### src/rtl/mips_run_controller_if.sv
// Host word-stream link of the Mini-MIPS run controller: a command/payload
// stream into the controller and a status/dump stream out of it.
interface mips_run_controller_if #(
    parameter int DATA_W = 32
) ();
    logic              s_valid;
    logic              s_ready;
    logic [DATA_W-1:0] s_data;
    logic              m_valid;
    logic              m_ready;
    logic [DATA_W-1:0] m_data;

    // Controller side
    modport slave (
        input  s_valid,
        input  s_data,
        input  m_ready,
        output s_ready,
        output m_valid,
        output m_data
    );

    // Host side
    modport master (
        output s_valid,
        output s_data,
        output m_ready,
        input  s_ready,
        input  m_valid,
        input  m_data
    );
endinterface

### src/rtl/mips_run_controller.sv
// Host-side sequencer for the single-cycle Mini-MIPS core. Loads instruction
// and data memory while the core is held in reset, runs the core until done
// or timeout, then streams a status word and a data-memory dump to the host.
module mips_run_controller #(
    parameter int ADDR_W  = 11,
    parameter int DATA_W  = 32,
    parameter int TIMEOUT = 1000000
) (
    input  logic                 clk,
    input  logic                 rst,
    mips_run_controller_if.slave host_if,
    output logic                 o_cpu_rst,
    input  logic                 i_cpu_done,
    output logic [DATA_W-1:0]    o_instr,
    output logic [ADDR_W-1:0]    o_instr_addr,
    output logic                 o_ins_we,
    output logic [DATA_W-1:0]    o_data,
    output logic [ADDR_W-1:0]    o_data_addr,
    output logic                 o_data_we,
    input  logic [DATA_W-1:0]    i_mem_rdata,
    output logic                 o_busy,
    output logic                 o_err
);

    localparam int              CYC_W       = 31;
    localparam logic [CYC_W-1:0] LP_CYC_LAST = CYC_W'(TIMEOUT - 1);

    typedef enum logic [2:0] {
        ST_IDLE   = 3'd0,
        ST_LOAD   = 3'd1,
        ST_RUN    = 3'd2,
        ST_STATUS = 3'd3,
        ST_DUMP   = 3'd4
    } state_t;

    state_t              r_state;
    logic [ADDR_W-1:0]   r_addr;
    logic [ADDR_W-1:0]   r_remaining;
    logic                r_is_instr;
    logic [CYC_W-1:0]    r_cycles;
    logic                r_timeout;
    logic                r_err;
    logic                r_cpu_rst;
    logic [DATA_W-1:0]   r_instr;
    logic [ADDR_W-1:0]   r_instr_addr;
    logic                r_ins_we;
    logic [DATA_W-1:0]   r_data;
    logic [ADDR_W-1:0]   r_data_addr;
    logic                r_data_we;
    logic                r_s_ready;
    logic                r_m_valid;
    logic                r_busy;

    state_t              w_state_nxt;
    logic [ADDR_W-1:0]   w_addr_nxt;
    logic [ADDR_W-1:0]   w_remaining_nxt;
    logic                w_is_instr_nxt;
    logic [CYC_W-1:0]    w_cycles_nxt;
    logic                w_timeout_nxt;
    logic                w_err_nxt;
    logic                w_cpu_rst_nxt;
    logic [DATA_W-1:0]   w_instr_nxt;
    logic [ADDR_W-1:0]   w_instr_addr_nxt;
    logic                w_ins_we_nxt;
    logic [DATA_W-1:0]   w_data_nxt;
    logic [ADDR_W-1:0]   w_data_addr_nxt;
    logic                w_data_we_nxt;

    logic                w_s_fire;
    logic                w_m_fire;
    logic [1:0]          w_hdr_op;
    logic [ADDR_W-1:0]   w_hdr_base;
    logic [ADDR_W-1:0]   w_hdr_count;
    logic                w_unused_hdr;

    // Header fields: opcode [31:30], base [26:16], count [10:0]
    assign w_hdr_op     = host_if.s_data[31:30];
    assign w_hdr_base   = host_if.s_data[16 +: ADDR_W];
    assign w_hdr_count  = host_if.s_data[ADDR_W-1:0];
    assign w_unused_hdr = ^{host_if.s_data[29:16+ADDR_W], host_if.s_data[15:ADDR_W]};

    assign w_s_fire = r_s_ready && host_if.s_valid;
    assign w_m_fire = r_m_valid && host_if.m_ready;

    // Next-state and next-register logic for the whole sequencer
    always_comb begin
        w_state_nxt      = r_state;
        w_addr_nxt       = r_addr;
        w_remaining_nxt  = r_remaining;
        w_is_instr_nxt   = r_is_instr;
        w_cycles_nxt     = r_cycles;
        w_timeout_nxt    = r_timeout;
        w_err_nxt        = r_err;
        w_cpu_rst_nxt    = r_cpu_rst;
        w_instr_nxt      = r_instr;
        w_instr_addr_nxt = r_instr_addr;
        w_ins_we_nxt     = 1'b0;
        w_data_nxt       = r_data;
        w_data_addr_nxt  = r_data_addr;
        w_data_we_nxt    = 1'b0;

        case (r_state)
            ST_IDLE: begin
                if (w_s_fire) begin
                    case (w_hdr_op)
                        2'b01, 2'b10: begin
                            if (w_hdr_count != {ADDR_W{1'b0}}) begin
                                w_addr_nxt      = w_hdr_base;
                                w_remaining_nxt = w_hdr_count;
                                w_is_instr_nxt  = (w_hdr_op == 2'b01);
                                w_state_nxt     = ST_LOAD;
                            end else begin
                                w_state_nxt     = ST_IDLE;
                            end
                        end
                        2'b11: begin
                            w_addr_nxt      = w_hdr_base;
                            w_remaining_nxt = w_hdr_count;
                            w_cycles_nxt    = {CYC_W{1'b0}};
                            w_timeout_nxt   = 1'b0;
                            w_cpu_rst_nxt   = 1'b0;
                            w_state_nxt     = ST_RUN;
                        end
                        default: begin
                            // Illegal opcode: drop the word and flag it
                            w_err_nxt   = 1'b1;
                            w_state_nxt = ST_IDLE;
                        end
                    endcase
                end else begin
                    w_state_nxt = ST_IDLE;
                end
            end

            ST_LOAD: begin
                if (w_s_fire) begin
                    if (r_is_instr) begin
                        w_instr_nxt      = host_if.s_data;
                        w_instr_addr_nxt = r_addr;
                        w_ins_we_nxt     = 1'b1;
                    end else begin
                        w_data_nxt       = host_if.s_data;
                        w_data_addr_nxt  = r_addr;
                        w_data_we_nxt    = 1'b1;
                    end
                    // Address width gives the modulo-2048 wrap for free
                    w_addr_nxt      = r_addr + {{(ADDR_W-1){1'b0}}, 1'b1};
                    w_remaining_nxt = r_remaining - {{(ADDR_W-1){1'b0}}, 1'b1};
                    if (r_remaining == {{(ADDR_W-1){1'b0}}, 1'b1}) begin
                        w_state_nxt = ST_IDLE;
                    end else begin
                        w_state_nxt = ST_LOAD;
                    end
                end else begin
                    w_state_nxt = ST_LOAD;
                end
            end

            ST_RUN: begin
                // done has priority over a timeout landing on the same cycle
                if (i_cpu_done) begin
                    w_timeout_nxt = 1'b0;
                    w_state_nxt   = ST_STATUS;
                end else if (r_cycles == LP_CYC_LAST) begin
                    w_cycles_nxt  = r_cycles + {{(CYC_W-1){1'b0}}, 1'b1};
                    w_timeout_nxt = 1'b1;
                    w_err_nxt     = 1'b1;
                    w_cpu_rst_nxt = 1'b1;
                    w_state_nxt   = ST_STATUS;
                end else begin
                    w_cycles_nxt  = r_cycles + {{(CYC_W-1){1'b0}}, 1'b1};
                    w_state_nxt   = ST_RUN;
                end
            end

            ST_STATUS: begin
                if (w_m_fire) begin
                    if (r_timeout || (r_remaining == {ADDR_W{1'b0}})) begin
                        w_cpu_rst_nxt = 1'b1;
                        w_state_nxt   = ST_IDLE;
                    end else begin
                        w_data_addr_nxt = r_addr;
                        w_state_nxt     = ST_DUMP;
                    end
                end else begin
                    w_state_nxt = ST_STATUS;
                end
            end

            ST_DUMP: begin
                // data_addr only moves on a handshake, so m_data holds during stalls
                if (w_m_fire) begin
                    w_data_addr_nxt = r_data_addr + {{(ADDR_W-1){1'b0}}, 1'b1};
                    w_remaining_nxt = r_remaining - {{(ADDR_W-1){1'b0}}, 1'b1};
                    if (r_remaining == {{(ADDR_W-1){1'b0}}, 1'b1}) begin
                        w_cpu_rst_nxt = 1'b1;
                        w_state_nxt   = ST_IDLE;
                    end else begin
                        w_state_nxt   = ST_DUMP;
                    end
                end else begin
                    w_state_nxt = ST_DUMP;
                end
            end

            default: begin
                w_cpu_rst_nxt = 1'b1;
                w_state_nxt   = ST_IDLE;
            end
        endcase
    end

    // State and datapath registers with synchronous reset
    always_ff @(posedge clk) begin
        if (rst) begin
            r_state      <= ST_IDLE;
            r_addr       <= {ADDR_W{1'b0}};
            r_remaining  <= {ADDR_W{1'b0}};
            r_is_instr   <= 1'b0;
            r_cycles     <= {CYC_W{1'b0}};
            r_timeout    <= 1'b0;
            r_err        <= 1'b0;
            r_cpu_rst    <= 1'b1;
            r_instr      <= {DATA_W{1'b0}};
            r_instr_addr <= {ADDR_W{1'b0}};
            r_ins_we     <= 1'b0;
            r_data       <= {DATA_W{1'b0}};
            r_data_addr  <= {ADDR_W{1'b0}};
            r_data_we    <= 1'b0;
            r_s_ready    <= 1'b0;
            r_m_valid    <= 1'b0;
            r_busy       <= 1'b0;
        end else begin
            r_state      <= w_state_nxt;
            r_addr       <= w_addr_nxt;
            r_remaining  <= w_remaining_nxt;
            r_is_instr   <= w_is_instr_nxt;
            r_cycles     <= w_cycles_nxt;
            r_timeout    <= w_timeout_nxt;
            r_err        <= w_err_nxt;
            r_cpu_rst    <= w_cpu_rst_nxt;
            r_instr      <= w_instr_nxt;
            r_instr_addr <= w_instr_addr_nxt;
            r_ins_we     <= w_ins_we_nxt;
            r_data       <= w_data_nxt;
            r_data_addr  <= w_data_addr_nxt;
            r_data_we    <= w_data_we_nxt;
            r_s_ready    <= (w_state_nxt == ST_IDLE) || (w_state_nxt == ST_LOAD);
            r_m_valid    <= (w_state_nxt == ST_STATUS) || (w_state_nxt == ST_DUMP);
            r_busy       <= (w_state_nxt != ST_IDLE);
        end
    end

    assign host_if.s_ready = r_s_ready;
    assign host_if.m_valid = r_m_valid;
    // Dump words come straight from the core's asynchronous read port
    assign host_if.m_data  = (r_state == ST_DUMP) ? i_mem_rdata : {r_timeout, r_cycles};

    assign o_cpu_rst    = r_cpu_rst;
    assign o_instr      = r_instr;
    assign o_instr_addr = r_instr_addr;
    assign o_ins_we     = r_ins_we;
    assign o_data       = r_data;
    assign o_data_addr  = r_data_addr;
    assign o_data_we    = r_data_we;
    assign o_busy       = r_busy;
    assign o_err        = r_err;

endmodule

### src/flat_wrapper.sv
// flat-port wrapper written by rule: the top's interface ports become plain ports
module mips_run_controller_flat 
#(
    parameter int ADDR_W  = 11,
    parameter int DATA_W  = 32,
    parameter int TIMEOUT = 1000000
)
  (clk, rst, o_cpu_rst, i_cpu_done, o_instr, o_instr_addr, o_ins_we, o_data, o_data_addr, o_data_we, i_mem_rdata, o_busy, o_err, host_if_s_valid, host_if_s_data, host_if_m_ready, host_if_s_ready, host_if_m_valid, host_if_m_data);
  mips_run_controller_if #(.DATA_W(DATA_W)) host_if_i ();
  input  logic clk;
  input  logic rst;
  output logic o_cpu_rst;
  input  logic i_cpu_done;
  output logic [DATA_W-1:0] o_instr;
  output logic [ADDR_W-1:0] o_instr_addr;
  output logic o_ins_we;
  output logic [DATA_W-1:0] o_data;
  output logic [ADDR_W-1:0] o_data_addr;
  output logic o_data_we;
  input  logic [DATA_W-1:0] i_mem_rdata;
  output logic o_busy;
  output logic o_err;
  input wire logic [$bits(host_if_i.s_valid)-1:0] host_if_s_valid;
  input wire logic [$bits(host_if_i.s_data)-1:0] host_if_s_data;
  input wire logic [$bits(host_if_i.m_ready)-1:0] host_if_m_ready;
  output wire logic [$bits(host_if_i.s_ready)-1:0] host_if_s_ready;
  output wire logic [$bits(host_if_i.m_valid)-1:0] host_if_m_valid;
  output wire logic [$bits(host_if_i.m_data)-1:0] host_if_m_data;
  assign host_if_i.s_valid = host_if_s_valid;
  assign host_if_i.s_data = host_if_s_data;
  assign host_if_i.m_ready = host_if_m_ready;
  assign host_if_s_ready = host_if_i.s_ready;
  assign host_if_m_valid = host_if_i.m_valid;
  assign host_if_m_data = host_if_i.m_data;
  mips_run_controller #(.ADDR_W(ADDR_W), .DATA_W(DATA_W), .TIMEOUT(TIMEOUT)) u_core (.clk(clk), .rst(rst), .host_if(host_if_i), .o_cpu_rst(o_cpu_rst), .i_cpu_done(i_cpu_done), .o_instr(o_instr), .o_instr_addr(o_instr_addr), .o_ins_we(o_ins_we), .o_data(o_data), .o_data_addr(o_data_addr), .o_data_we(o_data_we), .i_mem_rdata(i_mem_rdata), .o_busy(o_busy), .o_err(o_err));
endmodule
### config.mk
export PLATFORM = sky130hd
export DESIGN_NAME = mips_run_controller_flat
export DESIGN_NICKNAME = d
export VERILOG_FILES = /design/src/rtl/mips_run_controller_if.sv /design/src/rtl/mips_run_controller.sv /design/src/flat_wrapper.sv
export SDC_FILE = /design/constraint.sdc
export NUM_CORES = 1
export LEC_CHECK = 0
export CORE_MARGIN = 2
export CORE_UTILIZATION = 44
export CTS_CLUSTER_SIZE = 16
export DETAILED_ROUTE_END_ITERATION = 10
export PLACE_DENSITY_LB_ADDON = 0.3
export SYNTH_ARGS = -nofsm -noshare
export SYNTH_HDL_FRONTEND = slang
export SYNTH_SLANG_ARGS = --single-unit
### constraint.sdc
create_clock -name clk -period 2.2 [get_ports clk]
set_clock_uncertainty 0.2 [all_clocks]
set_input_delay 0.44 -clock clk [delete_from_list [all_inputs] [get_ports clk]]
set_output_delay 0.44 -clock clk [all_outputs]
set_load 0.005 [all_outputs]
* Word level (Yosys, flattened, before mapping)
Index checks and enable logic that the tools add are counted.
** Operators by class
- Mux-type cells :: 50
- Add/subtract/negate cells :: 4
- Reduce and logical (&&, ||, !) cells :: 27
- Eq/ne operators :: 27
- Bitwise operators :: 3
** Operators by type and width (number)
- 11-bit two-way mux :: 12
- 31-bit two-way mux :: 3
- 11-bit case mux with 2 select lines :: 3
- 11-bit case mux with 3 select lines :: 2
- 31-bit case mux with 2 select lines :: 1
- 32-bit two-way mux :: 1
- 31-bit by 1-bit adder with 31-bit output, second input constant :: 1
- 31-bit by 20-bit equality test with 1-bit output, second input constant :: 1
- 11-bit by 1-bit adder with 11-bit output, second input constant :: 2
- 1-bit two-way mux :: 17
- 3-bit two-way mux :: 5
- 3-bit case mux with 5 select lines :: 1
- 2-bit by 1-bit inequality test with 1-bit output, second input constant :: 7
- 4-bit AND reduction :: 3
- 6-bit AND reduction :: 2
- 11-bit by 1-bit equality test with 1-bit output, second input constant :: 1
- 11-bit logical NOT :: 1
- 11-bit nonzero test :: 1
- 11-bit by 1-bit subtractor with 11-bit output, second input constant :: 1
- 2-bit inequality test, second input constant :: 5
- 5-bit AND reduction :: 2
- 3-bit by 2-bit equality test with 1-bit output, second input constant :: 3
- 9-bit AND reduction :: 1
- 3-bit nonzero test :: 3
- other kinds (18) :: 32
** Storage, ports and cells
- Logic and storage cells :: 128
- Input bits :: 69
- Output and inout bits :: 125
- Register bits :: 151

* Logic depth before layout (Yosys ltp)
Gate-level depths: netlist of the first run.
- Word-level depth :: 7
- Gate-level depth with buffers :: 8
- Gate-level depth less buffers :: 7

* Worst setup path before layout of the first run
No wires, ideal clock.
- Path type :: input port to flip-flop
- From :: input port host_if_s_data[30]
- To :: register u_core.r_cycles[24]
- Library setup time :: 0.070 ns
- Required time :: 1.930 ns
- Arrival :: 2.104 ns
- Slack :: -0.174 ns
- Buffers on the path :: 1
- Cell stages on the path :: 7
- Cell sequence :: ha_1 > nor2_1 > a211o_4 > or3_1 > buf_2 > or4_1 > a21oi_1
** On the way
- Word-level cells in the longest chain between the ends :: 3
** RTL lines
- start: declaration :: RTL line flat_wrapper.sv:24 : input wire logic [$bits(host_if_i.s_data)-1:0] host_if_s_data;
- 2-bit equality test :: RTL line mips_run_controller.sv:105 : case (w_hdr_op)
- 2-bit inequality test (no source line)
- 4-bit AND reduction (no source line)
- end signal: assignment :: RTL line mips_run_controller.sv:220 : r_cycles <= {CYC_W{1'b0}};
- end signal: assignment :: RTL line mips_run_controller.sv:238 : r_cycles <= w_cycles_nxt;
- end: declaration :: RTL line mips_run_controller.sv:40 : logic [CYC_W-1:0] r_cycles;
No other way between the ends.
A chain may end at the register's enable or synchronous reset.

* Final worst setup path of the first run
- From :: register u_core.r_state[1]
- To :: output port host_if_m_data[29]
** On the way
- Word-level cells in the longest chain between the ends :: 2
** RTL lines
- start: declaration :: RTL line mips_run_controller.sv:36 : state_t r_state;
- start signal: assignment :: RTL line mips_run_controller.sv:234 : r_state <= w_state_nxt;
- 3-bit equality test :: RTL line mips_run_controller.sv:257 : assign host_if.m_data = (r_state == ST_DUMP) ? i_mem_rdata : {r_timeout, r_cycles};
- 32-bit two-way mux :: RTL line mips_run_controller.sv:257
- end: declaration :: RTL line flat_wrapper.sv:28 : output wire logic [$bits(host_if_i.m_data)-1:0] host_if_m_data;
No other way between the ends.

==> flow_summary.toml, run 1 <==
[status]
status = "finished, violations left"
violations = "negative setup slack"

[clock_network]
path_clk_slew_ps = 60
cts_buffers = 17
cts.hold.buffers_added = 0
cts-root-buf = "clkbuf_16"
cts_tree = "built"
clock-sinks = 151
clockBufferDepth = 2
cts.htree.levels = 4
clk_latency_ps = 430

[logic_synthesis]
synth_top_cell_by_area = "dfxtp_1"
yosys.area_share.simple_pct = 30.5
ys_seq_area_share_pct = 41.6
yosys-top-cells-area = "dfxtp_1, nand2_1, a21oi_1"
netlist-cell-type-count = 61
synthMuxAreaShare_pct = 0.276
synth_seq_cells = 151
synth_top_family_by_area = "simple AND/OR/NAND/NOR gates"
synth.net_count = 1070
netlist_instances = 991
synth_top_area_share_pct = 41.6
synth_fa_ha_area_share_pct = 1.72
avgSynthCellArea_um2 = 7.33
yosysWarnings = 0
syn_area_mm2 = 0.00727
yosys_most_used_dff = "dfxtp_1"
synth_compound_area_share_pct = 19.0
synth_edf_count = 0
synth_xor_area_share_pct = 2.53
async_reset_ff_share_pct = 0

[timing]
drv_slew = 0
fin_ws_ps = -295
rsz0062_at_grt = "true"
min_period_over_period_pct = 113
hold_viol = 0
setup_viol = 53
slew_headroom_pct = 58.0
tightestPinTransition_ps = 625
max_freq_ghz = 0.401
period_needed_ps = 2500
fin_tns_setup_ps = -11240

[route]
finalWirelength_um = 27100
viasPerCell = 5.69
drc_errors = 0
drtPass1Iterations = 6
wl_per_cell_um = 17.8
drt_iter0_drc = 874
vias = 8643
ant_nets = 0

[placed_design]
dp_hpwl_um = 16200
placed_area_mm2 = 0.0102
numPortBuffers = 193
place_congestion = 0.876
pre_cts_slack_ps = -744

[critical_path]
path_max_fanout = 6
slowest_stage = "or3b_4"
worst_path_largest_cell_delay_ps = 410
worst_setup_path_start_kind = "register"
path_cells = "buf_6, or3b_4, buf_6, buf_4, nand2_2, nand2_1, buf_2"
critPathKind = "register to output pin"
crit_arrival_ps = 1860
critPathRequiredTime_ps = 1560
cp-end-kind = "output pin"
worst_path_most_repeated_cell = "buf_6"

[flow_run]
maxCapViolations = 0

[floorplanning]
start_util_pct = 45.4
row_count = 46
io_pins = 194
coreArea_mm2 = 0.0160
dieArea_mm2 = 0.0176
die_height_um = 133
die_x_um = 133

[cells_and_area]
final_cell_mix = "nand2_1, clkdlybuf4s50_1, dfxtp_1"
num-fill-cells = 1176
fin_area_mm2 = 0.0117
diodes = 0
drive_above_1_share_pct = 25.7
final_nets = 1372
mostFrequentLayoutCell = "nand2_1"
syn2layout_area_growth_pct = 61.4
finish.utilization_pct = 73.3

[global_route]
globalRouteOverflowTotal = 0
grt_start_max_net_pins = 45
grt_pass1_vias = 8024
grt_pass1_wl_um = 40400
track_usage_pct = 28.1
antenna_found_initial = 0

[power_and_ir_drop]
p_per_area_mw_per_mm2 = 568
power.leakage_uw = 0.00453
ir_worst_vdd_mv = 0.498

[min_path]
hold_path_class = "primary input to register"
==> cells in the mapped netlist (all sizes together) (5+ instances only) <==
library cell    n
o32ai           6
clkbuf         60
xor2           18
a21oi         126
a21o            9
inv            12
ha             10
buf             9
nand2b          5
o31ai           9
dfxtp         151
and3            8
o21ai          34
nand4          24
nand3b          5
nand3          26
nand2         295
a211oi          6
nor4           18
nor2           58
or3            12
a211o           7
nor3           15
a31oi           5
==> power breakdown <==
part / switching (uW) / internal [uW] / leakage [uW]
Sequential: 84.0 / 2800 / 0.00122
Combinational: 491 / 500 / 0.00304
Clock: 1130 / 1650 / 0.000258
Total: 1710 / 4950 / 0.00453
==> critical path, delay by kind of cell (launching register included) <==
family | cells | cell delay, ps
buf+inv | 4 | 520
flops | 1 | 360
simple gates | 3 | 550
==> logic make-up after synthesis <==
| kind of cell | after synthesis |
|---|---|
| flops | 151 |
| xor+xnor | 21 |
| fa+ha+maj | 10 |
| mux | 2 |
| simple gates | 494 |
| compound gates | 232 |
| buf+inv | 81 |
==> through the flow <==
step | power (uW) | hold WS [ps] | instances
after floorplan | 3280 | 249 | 991
after global placement | 3710 | 240 | 1443
after detailed placement | 3720 | 246 | 1443
after CTS | 6510 | 219 | 1508
after global routing | 6850 | 134 | 1519
final | 6660 | 125 | 1519
==> timing repair <==
action                                  4_1_cts  5_1_grt
gates cloned                                  7        4
setup buffers                                31       12
pin swaps                                    73       42
endpoints found under the setup margin       86      129
resized for setup                           231       92
==> sequential cells by signal, summed over array words and instances (netlist names) <==
name and cells:
u_core.o_busy 1, u_core.o_instr_addr 11, u_core.r_state 3, u_core.o_data_we 1
u_core.host_if.m_valid 1, u_core.r_cycles 31, u_core.o_err 1, u_core.host_if.s_ready 1
u_core.o_ins_we 1, u_core.o_data_addr 11, u_core.o_data 32, u_core.o_cpu_rst 1
u_core.o_instr 32, u_core.r_timeout 1, u_core.r_is_instr 1, u_core.r_addr 11
u_core.r_remaining 11
==> worst paths after layout <==
| kind | start | to | slack [ps] | cells after the start |
|---|---|---|---|---|
| max | u_core.r_state[1] | host_if_m_data[29] | -300 | 7 |
| min | host_if_s_data[31] | u_core.o_instr[31] | 120 | 3 |
| max reg2reg | u_core.r_state[1] | u_core.o_data_addr[6] | -250 | 11 |
| min reg2reg | u_core.o_instr[14] | u_core.o_instr[14] | 250 | 2 |
==> metal layers <==
metal  GRT usage (%)  share of wire (%)  up-vias
met4            11.8                3.6        0
met5               0                  0        -
met3            8.16                7.3       90
met1            33.0                 39     4099
met2            48.1                 50      415
li1                -                  -     4039
==> area by class of cell <==
cell class	count	area [um2]	share of cell area (%)
Clock buffer	22	484	4.13
Clock inverter	7	72.6	0.619
Inverter	12	45.0	0.384
Multi-Input combinational cell	760	4460	38.0
Sequential cell	151	3030	25.9
Tap cell	216	270	2.30
Timing Repair Buffer	351	3360	28.7
Note: power is estimated with default switching activity, not from simulation.
==> run 2: changes to the inputs <==
- ABC_CLOCK_PERIOD_IN_PS: not set -> 2200
==> results of run 2 <==
No change in the layout: final DEF, timing and power equal those of run 1.
==> run 3: changes to the inputs <==
==> constraint.sdc (replaced) <==
create_clock -name clk -period 2.2 [get_ports clk]
set_clock_uncertainty 0.2 [all_clocks]
set_input_delay 0.44 -clock clk [delete_from_list [all_inputs] [get_ports clk]]
set_output_delay 0.44 -clock clk [all_outputs]
set_load 0.02 [all_outputs]
==> flow_summary.toml, run 3 (synthesis gave the netlist of run 1 again) <==
[power_and_ir_drop]
ir_worst_vdd_mv = 0.521
power.leakage_uw = 0.00443
power_frac_clock_pct = 43.3
pwr-share-seq_pct = 41.2
power_uw = 6980
combPwrFrac_pct = 15.6
switching_power_uw = 1810
p_int_uw = 5170
switching_share_pct = 26.0
p_per_area_mw_per_mm2 = 601

[min_path]
min_path_cells = 2
hold_path_class = "primary input to register"

[timing]
slew_headroom_pct = 70.7
rsz0062_at_grt = "true"
period_needed_ps = 2350
drv_slew = 0
min_period_over_period_pct = 107
fin_ws_ps = -148
fin_tns_setup_ps = -4860
tightestPinTransition_ps = 437
hold_viol = 0
setup_viol = 63
max_freq_ghz = 0.426
holdWs_ps = 120

[cells_and_area]
drive_above_1_share_pct = 24.8
final_nets = 1350
diodes = 0
final_cell_mix = "nand2_1, clkdlybuf4s50_1, dfxtp_1"
num-fill-cells = 1167
mostFrequentLayoutCell = "nand2_1"
fin_cells = 1499
syn2layout_area_growth_pct = 59.9

[critical_path]
worst_path_most_repeated_cell = "buf_6"
worst_path_largest_cell_delay_ps = 390
critPathKind = "register to register"
path_cells = "buf_6, nand3b_4, buf_6, a2111oi_4, nand4_1, buf_4, or3_4, a21oi_2"
cp-end-kind = "register"
crit_arrival_ps = 2510
reg2reg_depth = 8
slowest_stage = "a2111oi_4"
critPathRequiredTime_ps = 2360
worst_setup_path_start_kind = "register"
path_max_fanout = 4

[clock_network]
clockBufferDepth = 2
cts_buffers = 17
cts.htree.levels = 4
clk_latency_ps = 430
cts-root-buf = "clkbuf_16"
cts_tree = "built"
cts.hold.buffers_added = 0
path_clk_slew_ps = 60
clock-sinks = 151

[floorplanning]
die_x_um = 133
die_height_um = 133
dieArea_mm2 = 0.0176
row_count = 46
coreArea_mm2 = 0.0160
start_util_pct = 45.4
io_pins = 194

[global_route]
grt_start_max_net_pins = 76
track_usage_pct = 26.8
globalRouteOverflowTotal = 0
grt_pass1_vias = 7785
grt_pass1_wl_um = 38900
antenna_found_initial = 0

[route]
wl_per_cell_um = 17.4
ant_nets = 0
drtPass1Iterations = 5
vias = 8444
viasPerCell = 5.63
finalWirelength_um = 26100
drt_iter0_drc = 825
drc_errors = 0

[status]
status = "finished, violations left"
violations = "negative setup slack"

[placed_design]
numPortBuffers = 193
pre_cts_slack_ps = -700
place_congestion = 0.882
placed_cells = 1438
dp_hpwl_um = 16400

[flow_run]
maxCapViolations = 0
## run 3: power by group through the flow
stage	Clock [uW]	Combinational (uW)	Sequential, uW
after floorplan	0	375	2920
after global placement	0	840	2920
after detailed placement	0	854	2920
after CTS	3050	914	2870
after global routing	3160	1150	2880
final	3020	1090	2870
## run 3: worst paths after layout
path | from | end | slack (ps)
worst min-delay path | rst | u_core.r_state[0] | 120
worst max-delay path | u_core.r_state[1] | u_core.r_cycles[21] | -150
worst max register to register | u_core.r_state[1] | u_core.r_cycles[21] | -150
worst min register to register | u_core.o_data[29] | u_core.o_data[29] | 250
## run 3: through the flow
stage	cell area (um2)	utilization, %
finish	11600	72.6
global route	11600	72.6
CTS	11100	69.4
detailed placement	10200	63.9
global placement	10200	63.9
floorplan	7380	-
## run 3: layout make-up
type / instances / area (um2) / share of cell area (%)
inverter: 12 / 45.0 / 0.388
clock inverter: 11 / 149 / 1.28
timing repair buffer: 329 / 3220 / 27.7
multi-input combinational: 760 / 4440 / 38.3
sequential: 151 / 3030 / 26.1
clock buffer: 20 / 457 / 3.93
tap: 216 / 270 / 2.33
## run 3: critical path, delay by kind of cell, from the launching register on
| kind | cells | cell delay [ps] |
|---|---|---|
| and+or+nand+nor | 3 | 760 |
| AOI/OAI and AO/OA | 2 | 510 |
| buffers and inverters | 3 | 490 |
| DFF | 1 | 330 |
## run 3: routing by layer
metal | vias up | wire length [um] | global-route usage (%)
li1 | 3994 | - | -
met1 | 3983 | 10400 | 33.1
met2 | 389 | 12800 | 44.7
met3 | 78 | 2160 | 7.70
met4 | 0 | 790 | 9.68
met5 | - | 0 | 0
## run 3: what timing repair did
item | 4_1_cts | 5_1_grt
resized for setup | 222 | 91
buffers inserted | 15 | 8
pin swaps | 19 | 38
cloned | 2 | 5
endpoints found under the setup margin | 85 | 143
